### src/rtl/adc_phs_pkg.sv
// Shared definitions for the ADC clock phase-step controller: FSM encoding,
// command word field positions and default sizing.
package adc_phs_pkg;

    typedef enum logic [1:0] {
        ST_IDLE  = 2'd0,
        ST_ISSUE = 2'd1,
        ST_WAIT  = 2'd2
    } state_t;

    localparam int CMD_GO_BIT      = 31;
    localparam int CMD_DIR_BIT     = 30;
    localparam int CMD_ACC_CLR_BIT = 29;
    localparam int CMD_RSVD_MSB    = 28;
    localparam int CMD_RSVD_LSB    = 16;
    localparam int CMD_N_MSB       = 15;
    localparam int CMD_N_LSB       = 0;

    localparam int DEF_CNT_W       = 16;
    localparam int DEF_TIMEOUT_CYC = 1023;

endpackage

### src/rtl/adc_phs_step_ctrl_if.sv
// Command, MMCM phase-shift handshake and status bundle of the phase-step controller.
interface adc_phs_step_ctrl_if
    import adc_phs_pkg::*;
#(
    parameter int CNT_W = DEF_CNT_W
);
    logic [31:0]      cmd_word;
    logic             ps_en;
    logic             ps_incdec;
    logic             ps_done;
    logic             busy;
    logic [CNT_W-1:0] step_cnt;
    logic [CNT_W-1:0] phase_acc;
    logic             timeout_err;

    modport master (
        output cmd_word,
        output ps_done,
        input  ps_en,
        input  ps_incdec,
        input  busy,
        input  step_cnt,
        input  phase_acc,
        input  timeout_err
    );

    modport slave (
        input  cmd_word,
        input  ps_done,
        output ps_en,
        output ps_incdec,
        output busy,
        output step_cnt,
        output phase_acc,
        output timeout_err
    );
endinterface

### src/rtl/adc_phs_step_ctrl.sv
// Steps the ADC clock MMCM phase N times per software command (toggle-triggered),
// tracking the signed cumulative phase and aborting a step that is never acknowledged.
module adc_phs_step_ctrl
    import adc_phs_pkg::*;
#(
    parameter int TIMEOUT_CYC = DEF_TIMEOUT_CYC,
    parameter int CNT_W       = DEF_CNT_W
) (
    input  logic                user_clk,
    input  logic                user_rst_n,
    adc_phs_step_ctrl_if.slave  bus
);
    localparam int             TMO_W    = $clog2(TIMEOUT_CYC + 1);
    localparam logic [TMO_W-1:0] TMO_LAST = TMO_W'(TIMEOUT_CYC - 1);

    state_t             state_reg, state_next;
    logic [31:0]        cmd_q_reg, cmd_q_next;
    logic               cmd_vld_reg, cmd_vld_next;
    logic               ref_vld_reg, ref_vld_next;
    logic               toggle_ref_reg, toggle_ref_next;
    logic               dir_reg, dir_next;
    logic [CNT_W-1:0]   n_reg, n_next;
    logic [TMO_W-1:0]   tmo_cnt_reg, tmo_cnt_next;
    logic [CNT_W-1:0]   step_cnt_reg, step_cnt_next;
    logic [CNT_W-1:0]   phase_acc_reg, phase_acc_next;
    logic               timeout_err_reg, timeout_err_next;
    logic               ps_en_reg, ps_en_next;
    logic               ps_incdec_reg, ps_incdec_next;
    logic               busy_reg, busy_next;
    logic               accept;
    logic               rsvd_unused;

    assign rsvd_unused = ^cmd_q_reg[CMD_RSVD_MSB:CMD_RSVD_LSB];

    // The toggle reference is only trusted once a real cmd_word sample sits in cmd_q.
    assign accept = (state_reg == ST_IDLE) && ref_vld_reg &&
                    (cmd_q_reg[CMD_GO_BIT] != toggle_ref_reg);

    always_comb begin
        state_next       = state_reg;
        cmd_q_next       = bus.cmd_word;
        cmd_vld_next     = 1'b1;
        ref_vld_next     = ref_vld_reg;
        toggle_ref_next  = toggle_ref_reg;
        dir_next         = dir_reg;
        n_next           = n_reg;
        tmo_cnt_next     = tmo_cnt_reg;
        step_cnt_next    = step_cnt_reg;
        phase_acc_next   = phase_acc_reg;
        timeout_err_next = timeout_err_reg;

        if (cmd_vld_reg && !ref_vld_reg) begin
            ref_vld_next    = 1'b1;
            toggle_ref_next = cmd_q_reg[CMD_GO_BIT];
        end

        case (state_reg)
            ST_IDLE: begin
                if (accept) begin
                    toggle_ref_next  = cmd_q_reg[CMD_GO_BIT];
                    dir_next         = cmd_q_reg[CMD_DIR_BIT];
                    n_next           = CNT_W'(cmd_q_reg[CMD_N_MSB:CMD_N_LSB]);
                    step_cnt_next    = '0;
                    timeout_err_next = 1'b0;
                    if (cmd_q_reg[CMD_ACC_CLR_BIT])
                        phase_acc_next = '0;
                    if (n_next != '0)
                        state_next = ST_ISSUE;
                end
            end
            ST_ISSUE: begin
                tmo_cnt_next = '0;
                state_next   = ST_WAIT;
            end
            ST_WAIT: begin
                // An acknowledge landing on the last timeout cycle still counts as a step.
                if (bus.ps_done) begin
                    step_cnt_next  = step_cnt_reg + CNT_W'(1);
                    phase_acc_next = phase_acc_reg + (dir_reg ? CNT_W'(1) : {CNT_W{1'b1}});
                    state_next     = (step_cnt_next == n_reg) ? ST_IDLE : ST_ISSUE;
                end else if (tmo_cnt_reg == TMO_LAST) begin
                    timeout_err_next = 1'b1;
                    state_next       = ST_IDLE;
                end else begin
                    tmo_cnt_next = tmo_cnt_reg + TMO_W'(1);
                end
            end
            default: state_next = ST_IDLE;
        endcase

        ps_en_next     = (state_next == ST_ISSUE);
        ps_incdec_next = (state_next == ST_ISSUE) && dir_next;
        busy_next      = (state_next != ST_IDLE);
    end

    always_ff @(posedge user_clk or negedge user_rst_n) begin
        if (!user_rst_n) begin
            state_reg       <= ST_IDLE;
            cmd_q_reg       <= '0;
            cmd_vld_reg     <= 1'b0;
            ref_vld_reg     <= 1'b0;
            toggle_ref_reg  <= 1'b0;
            dir_reg         <= 1'b0;
            n_reg           <= '0;
            tmo_cnt_reg     <= '0;
            step_cnt_reg    <= '0;
            phase_acc_reg   <= '0;
            timeout_err_reg <= 1'b0;
            ps_en_reg       <= 1'b0;
            ps_incdec_reg   <= 1'b0;
            busy_reg        <= 1'b0;
        end else begin
            state_reg       <= state_next;
            cmd_q_reg       <= cmd_q_next;
            cmd_vld_reg     <= cmd_vld_next;
            ref_vld_reg     <= ref_vld_next;
            toggle_ref_reg  <= toggle_ref_next;
            dir_reg         <= dir_next;
            n_reg           <= n_next;
            tmo_cnt_reg     <= tmo_cnt_next;
            step_cnt_reg    <= step_cnt_next;
            phase_acc_reg   <= phase_acc_next;
            timeout_err_reg <= timeout_err_next;
            ps_en_reg       <= ps_en_next;
            ps_incdec_reg   <= ps_incdec_next;
            busy_reg        <= busy_next;
        end
    end

    assign bus.ps_en       = ps_en_reg;
    assign bus.ps_incdec   = ps_incdec_reg;
    assign bus.busy        = busy_reg;
    assign bus.step_cnt    = step_cnt_reg;
    assign bus.phase_acc   = phase_acc_reg;
    assign bus.timeout_err = timeout_err_reg;

endmodule

### src/flat_wrapper.sv
// flat-port wrapper written by rule: the top's interface ports become plain ports
module adc_phs_step_ctrl_flat import adc_phs_pkg::*;
#(
    parameter int TIMEOUT_CYC = DEF_TIMEOUT_CYC,
    parameter int CNT_W       = DEF_CNT_W
)
  (user_clk, user_rst_n, bus_cmd_word, bus_ps_done, bus_ps_en, bus_ps_incdec, bus_busy, bus_step_cnt, bus_phase_acc, bus_timeout_err);
  adc_phs_step_ctrl_if #(.CNT_W(CNT_W)) bus_i ();
  input  logic user_clk;
  input  logic user_rst_n;
  input wire logic [$bits(bus_i.cmd_word)-1:0] bus_cmd_word;
  input wire logic [$bits(bus_i.ps_done)-1:0] bus_ps_done;
  output wire logic [$bits(bus_i.ps_en)-1:0] bus_ps_en;
  output wire logic [$bits(bus_i.ps_incdec)-1:0] bus_ps_incdec;
  output wire logic [$bits(bus_i.busy)-1:0] bus_busy;
  output wire logic [$bits(bus_i.step_cnt)-1:0] bus_step_cnt;
  output wire logic [$bits(bus_i.phase_acc)-1:0] bus_phase_acc;
  output wire logic [$bits(bus_i.timeout_err)-1:0] bus_timeout_err;
  assign bus_i.cmd_word = bus_cmd_word;
  assign bus_i.ps_done = bus_ps_done;
  assign bus_ps_en = bus_i.ps_en;
  assign bus_ps_incdec = bus_i.ps_incdec;
  assign bus_busy = bus_i.busy;
  assign bus_step_cnt = bus_i.step_cnt;
  assign bus_phase_acc = bus_i.phase_acc;
  assign bus_timeout_err = bus_i.timeout_err;
  adc_phs_step_ctrl #(.TIMEOUT_CYC(TIMEOUT_CYC), .CNT_W(CNT_W)) u_core (.user_clk(user_clk), .user_rst_n(user_rst_n), .bus(bus_i));
endmodule
### config.mk
export PLATFORM = sky130hd
export DESIGN_NAME = adc_phs_step_ctrl_flat
export DESIGN_NICKNAME = d
export VERILOG_FILES = /design/src/rtl/adc_phs_pkg.sv /design/src/rtl/adc_phs_step_ctrl_if.sv /design/src/rtl/adc_phs_step_ctrl.sv /design/src/flat_wrapper.sv
export SDC_FILE = /design/constraint.sdc
export NUM_CORES = 1
export LEC_CHECK = 0
export CORE_MARGIN = 1.5
export CORE_UTILIZATION = 40
export CTS_CLUSTER_SIZE = 16
export DETAILED_ROUTE_END_ITERATION = 16
export GPL_TIMING_DRIVEN = 0
export HOLD_SLACK_MARGIN = 0.02
export PLACE_DENSITY_LB_ADDON = 0.2
export SYNTH_ARGS = -nofsm -noshare
export SYNTH_HDL_FRONTEND = slang
export SYNTH_SLANG_ARGS = --single-unit
### constraint.sdc
create_clock -name user_clk -period 3.2 [get_ports user_clk]
set_input_delay 0.48 -clock user_clk [delete_from_list [all_inputs] [get_ports user_clk]]
set_output_delay 0.48 -clock user_clk [all_outputs]
set_load 0.005 [all_outputs]
[Yosys cells after proc, flatten, opt, wreduce, memory -nomap -nowiden]
Index checks and enable logic that the tools add are counted.
Operators by class
  add/subtract/negate cells: 3
  equality and inequality tests: 12
  muxes and demuxes: 26
  reductions and logical operators: 15
Operators by type and width (number)
  16-bit 2-to-1 mux: 6
  16-bit case mux with 2 select lines: 2
  10-bit 2-to-1 mux: 2
  10-bit case mux with 2 select lines: 1
  16-bit by 1-bit adder with 16-bit output (second input constant): 1
  16-bit adder: 1
  16-bit == test: 1
  16-bit nonzero test: 1
  10-bit by 1-bit adder with 10-bit output (second input constant): 1
  10-bit == test (second input constant): 1
  1-bit 2-to-1 mux: 9
  2-bit 2-to-1 mux: 4
  4-bit AND reduction: 2
  2-bit by 1-bit inequality test with 1-bit output (second input constant): 3
  2-bit inequality test (second input constant): 3
  2-bit case mux with 3 select lines: 1
  3-bit AND reduction: 2
  2-bit nonzero test: 3
  2-bit by 1-bit == test with 1-bit output (second input constant): 2
  1-bit logical AND: 4
  2-bit == test (second input constant): 1
  2-bit zero test: 1
  1-bit case mux with 2 select lines: 1
  2-bit AND reduction: 1
  2 further kinds: 2
Word-level totals
  flip-flop bits (word level): 100
  input bits: 35
  output and inout bits: 36
  word-level logic and storage cells: 70

[Depth between registers and ports, before layout]
  depth after elaboration: 7
  gate-level depth with buffers: 10
  depth with buffers taken out: 9

[Worst setup path after synthesis]
Ideal clock, no wire load.
  path type: reg-to-reg
  start point: register u_core.dir_reg
  end point: register u_core.phase_acc_reg[11] (netlist: u_core.bus.phase_acc[11])
  arrival: 2.507 ns
  required time: 3.078 ns
  path slack: 0.571 ns
  cell stages (with the launch flop): 10
  path buffers: 1
  period minus slack after synthesis: 2.629 ns
  path through: dfrtp_1 > inv_1 > ha_1 > clkbuf_1 > a21o_1 > a21oi_1 > nor3b_1 > a211oi_1 > or3_1 > a32o_1
On the way
  cells in the longest elaborated chain, start to end: 4
Ends and longest elaborated chain
  from (decl): RTL line adc_phs_step_ctrl.sv:21  | logic dir_reg, dir_next;
  from (signal assigned): RTL line adc_phs_step_ctrl.sv:118  | dir_reg <= dir_next;
  16-bit 2-to-1 mux: RTL line adc_phs_step_ctrl.sv:79  | phase_acc_next = phase_acc_reg + (dir_reg ? CNT_W'(1) : {CNT_W{1'b1}});
  16-bit adder: RTL line adc_phs_step_ctrl.sv:79
  16-bit 2-to-1 mux: RTL line adc_phs_step_ctrl.sv:77  | if (bus.ps_done) begin
  16-bit case mux with 2 select lines: RTL line adc_phs_step_ctrl.sv:57  | case (state_reg)
  to (signal assigned): RTL line adc_phs_step_ctrl.sv:122  | phase_acc_reg <= phase_acc_next;
  to (decl): RTL line adc_phs_step_ctrl.sv:25  | logic [CNT_W-1:0] phase_acc_reg, phase_acc_next;
No other way between the ends. The select of a mux whose other input is x is not followed.
A chain may end at the register's enable or synchronous reset.

[Final worst setup path]
Ends and elaborated chain as after synthesis.

==> metrics.cfg <==
[run_status]
status=finished clean

[synthesis]
postSynth.asyncResetShare_pct=100.0
synth_cell_type_count=64
yosysTopAreaCellShare_pct=46.67
synth-edff-count=0
netlist_area_um2=4664
synth-seq-cells=87
synth.most_common_cell=nand2_1
ys_warn_count=0
yosys-top-cells-count=nand2_1 (92), dfrtp_1 (87), o21ai_0 (44)
syn_inst=505
syn_nets=558
postSynthAreaPerCell_um2=9.237
synth_ff_type=dfrtp_1
yosysTopAreaCell=dfrtp_1
ys_seq_area_share_pct=46.67
yosys-top-cells-area=dfrtp_1 (47%), nand2_1 (7.4%), o21ai_0 (4.7%)

[layout]
multi_input_area_um2=2290
largest_reg_flops=19
final_cell_area_um2=5821
syn_to_final_growth_pct=24.79
fillers=1109
drive_gt1_share_pct=7.679
seq_area_um2=2177
nets=634
diodes=0

[timing]
rsz0062_at_grt=false
period_minus_slack_ns=2.910
fmax_ghz=0.3436
skew_ns=0.009576
setup_slack_ns=0.2899
worst_pin_slew_ns=0.6460
setup_viol=0
finalCritPeriodShare_pct=90.94
fin_hold_ws_ns=0.07016
finalHoldViolCount=0
slew_violations=0
timing.setup.tns_ns=0
relSlewSlack_pct=56.93

[drt]
routedWlPerCell_um=14.73
dr.pass1.iters=4
vias=3843
via_per_inst=5.272
drc=0
drt_iter0_markers=197
wl_um=10740
postRouteAntennaNets=0

[critical_path]
critical_path.top_delay_family=compound AO/OA/AOI/OAI gates
cpPeakStageDelay_ns=0.47
critPathSlowestCell=dfrtp_1
arrival_ns=3.13
worst_ep_required_time_ns=3.42
startpoint_type=register
crit_fanout=12
cpMostUsedCell=a211oi_1
path_buf_inv=2
end_kind=register
path_cells=clkinvlp_4 > buf_4 > ha_1 > a211oi_1 > nor3_1 > nor2_1 > a211oi_1 > or3_1 > a32o_1
worstSetupPathType=reg -> reg

[die]
ios=71
rows=39
core_area_um2=11420
die_w_um=111.0
die_h_um=111.0
start_util_pct=40.85
fp.dieArea_um2=12320

[global_routing]
track_usage_pct=18.31
grt_pass1_vias=3766
grt_antenna_before_repair=0
grt_max_degree=59
grt_pass1_wl_um=18200
grt-ovfl-total=0

[cts]
clk_latency_ns=0.34
cts_root_buf=clkbuf_16
postCtsHoldBufs=0
cts.reportedPaths.clkPinSlew_ns=0.07
cts.sinks=87
cts_tree=yes
cts_buffers=9
clockBufferDepth=2
cts_max_level=3

[placement]
place.gp.congestion=0.8278
io_buffers=57
dp_hpwl_um=8013
placed_cell_area_um2=5439
place_ws_ns=0.1431

[power_and_ir_drop]
power_density_nw_per_um2=874.9
vdd_drop_max_v=0.0004088
total_power_mw=5.093
p_leak_nw=2.575

[job]
drv_cap=0

[hold_path]
worst_hold_path_type=in -> async

through the flow:
stage	utilization [%]	cells
after floorplan	-	505
after global placement	47.41	705
after detailed placement	47.63	706
after CTS	50.48	722
after global routing	50.98	729
final	50.98	729
cell type report:
class                   count  share of cell area [%]
multi-input cells         372                   39.34
well taps                 143                   3.074
inverters                  23                   1.548
clock inverters             7                   1.720
clock buffers               9                   3.869
plain buffers              23                   1.913
flip-flops and latches     87                   37.40
repair buffers             65                   11.14
cells by family after synthesis:
group           Yosys count  share of synthesized area, %
fa+ha+maj                18                         4.989
flops                    87                         46.67
xor+xnor                 34                         6.679
buf+inv                  46                         4.238
simple gates            200                         20.90
mux                       4                        0.9120
compound gates          115                         15.53
other cells               1                       0.08039
layer usage:
metal	GRT usage (%)	routed length (µm)	share of wire, %
met1	25.57	5166	48
met4	7.265	146	1.4
met3	2.898	421	3.9
met5	0	0	0
met2	28.56	5001	47
worst register-to-register path: cells and delay by family, from the launching register on:
kind / cells / cell delay, ns
flops: 1 / 0.47
simple gates: 3 / 0.70
compound gates: 3 / 0.82
buf+inv: 2 / 0.51
fa+ha+maj: 1 / 0.29
worst paths after layout:
check	to	cells after the start	slack, ns	from
min in group user_clk	u_core.ref_vld_reg	1	0.46	u_core.cmd_vld_reg
hold / removal	u_core.bus.phase_acc[7]	1	0.07	user_rst_n
hold reg to reg	u_core.ref_vld_reg	1	0.46	u_core.cmd_vld_reg
max in group asynchronous	u_core.cmd_q_reg[14]	2	2.52	user_rst_n
setup / recovery	u_core.bus.phase_acc[11]	9	0.29	u_core.dir_reg
setup reg to reg	u_core.bus.phase_acc[11]	9	0.29	u_core.dir_reg
report_power, final:
group	leakage [nW]	internal, mW	switching [mW]
combinational	1.30	1.07	1.26
clock	0.161	0.694	0.462
sequential	1.11	1.36	0.245
cells in the final DEF (no fill, tap or decap), types with 6 or more instances in the layout:
| cell | count |
|---|---|
| a21oi_1 | 25 |
| a31oi_1 | 7 |
| and3_1 | 8 |
| buf_4 | 12 |
| clkbuf_1 | 15 |
| clkbuf_16 | 9 |
| clkdlybuf4s50_1 | 56 |
| dfrtp_1 | 87 |
| ha_1 | 17 |
| inv_1 | 21 |
| nand2_1 | 92 |
| nand2b_1 | 6 |
| nand3_1 | 15 |
| nand4_1 | 11 |
| nor2_1 | 25 |
| nor3_1 | 7 |
| o21ai_0 | 44 |
| or3_1 | 7 |
| xnor2_1 | 21 |
| xor2_1 | 12 |
what timing repair did:
action / 4_1_cts / 5_1_grt
setup buffers: 0 / 7
resized for setup: 0 / 1
endpoints found under the setup margin: 0 / 3
Power figures use the tool's default switching activity.
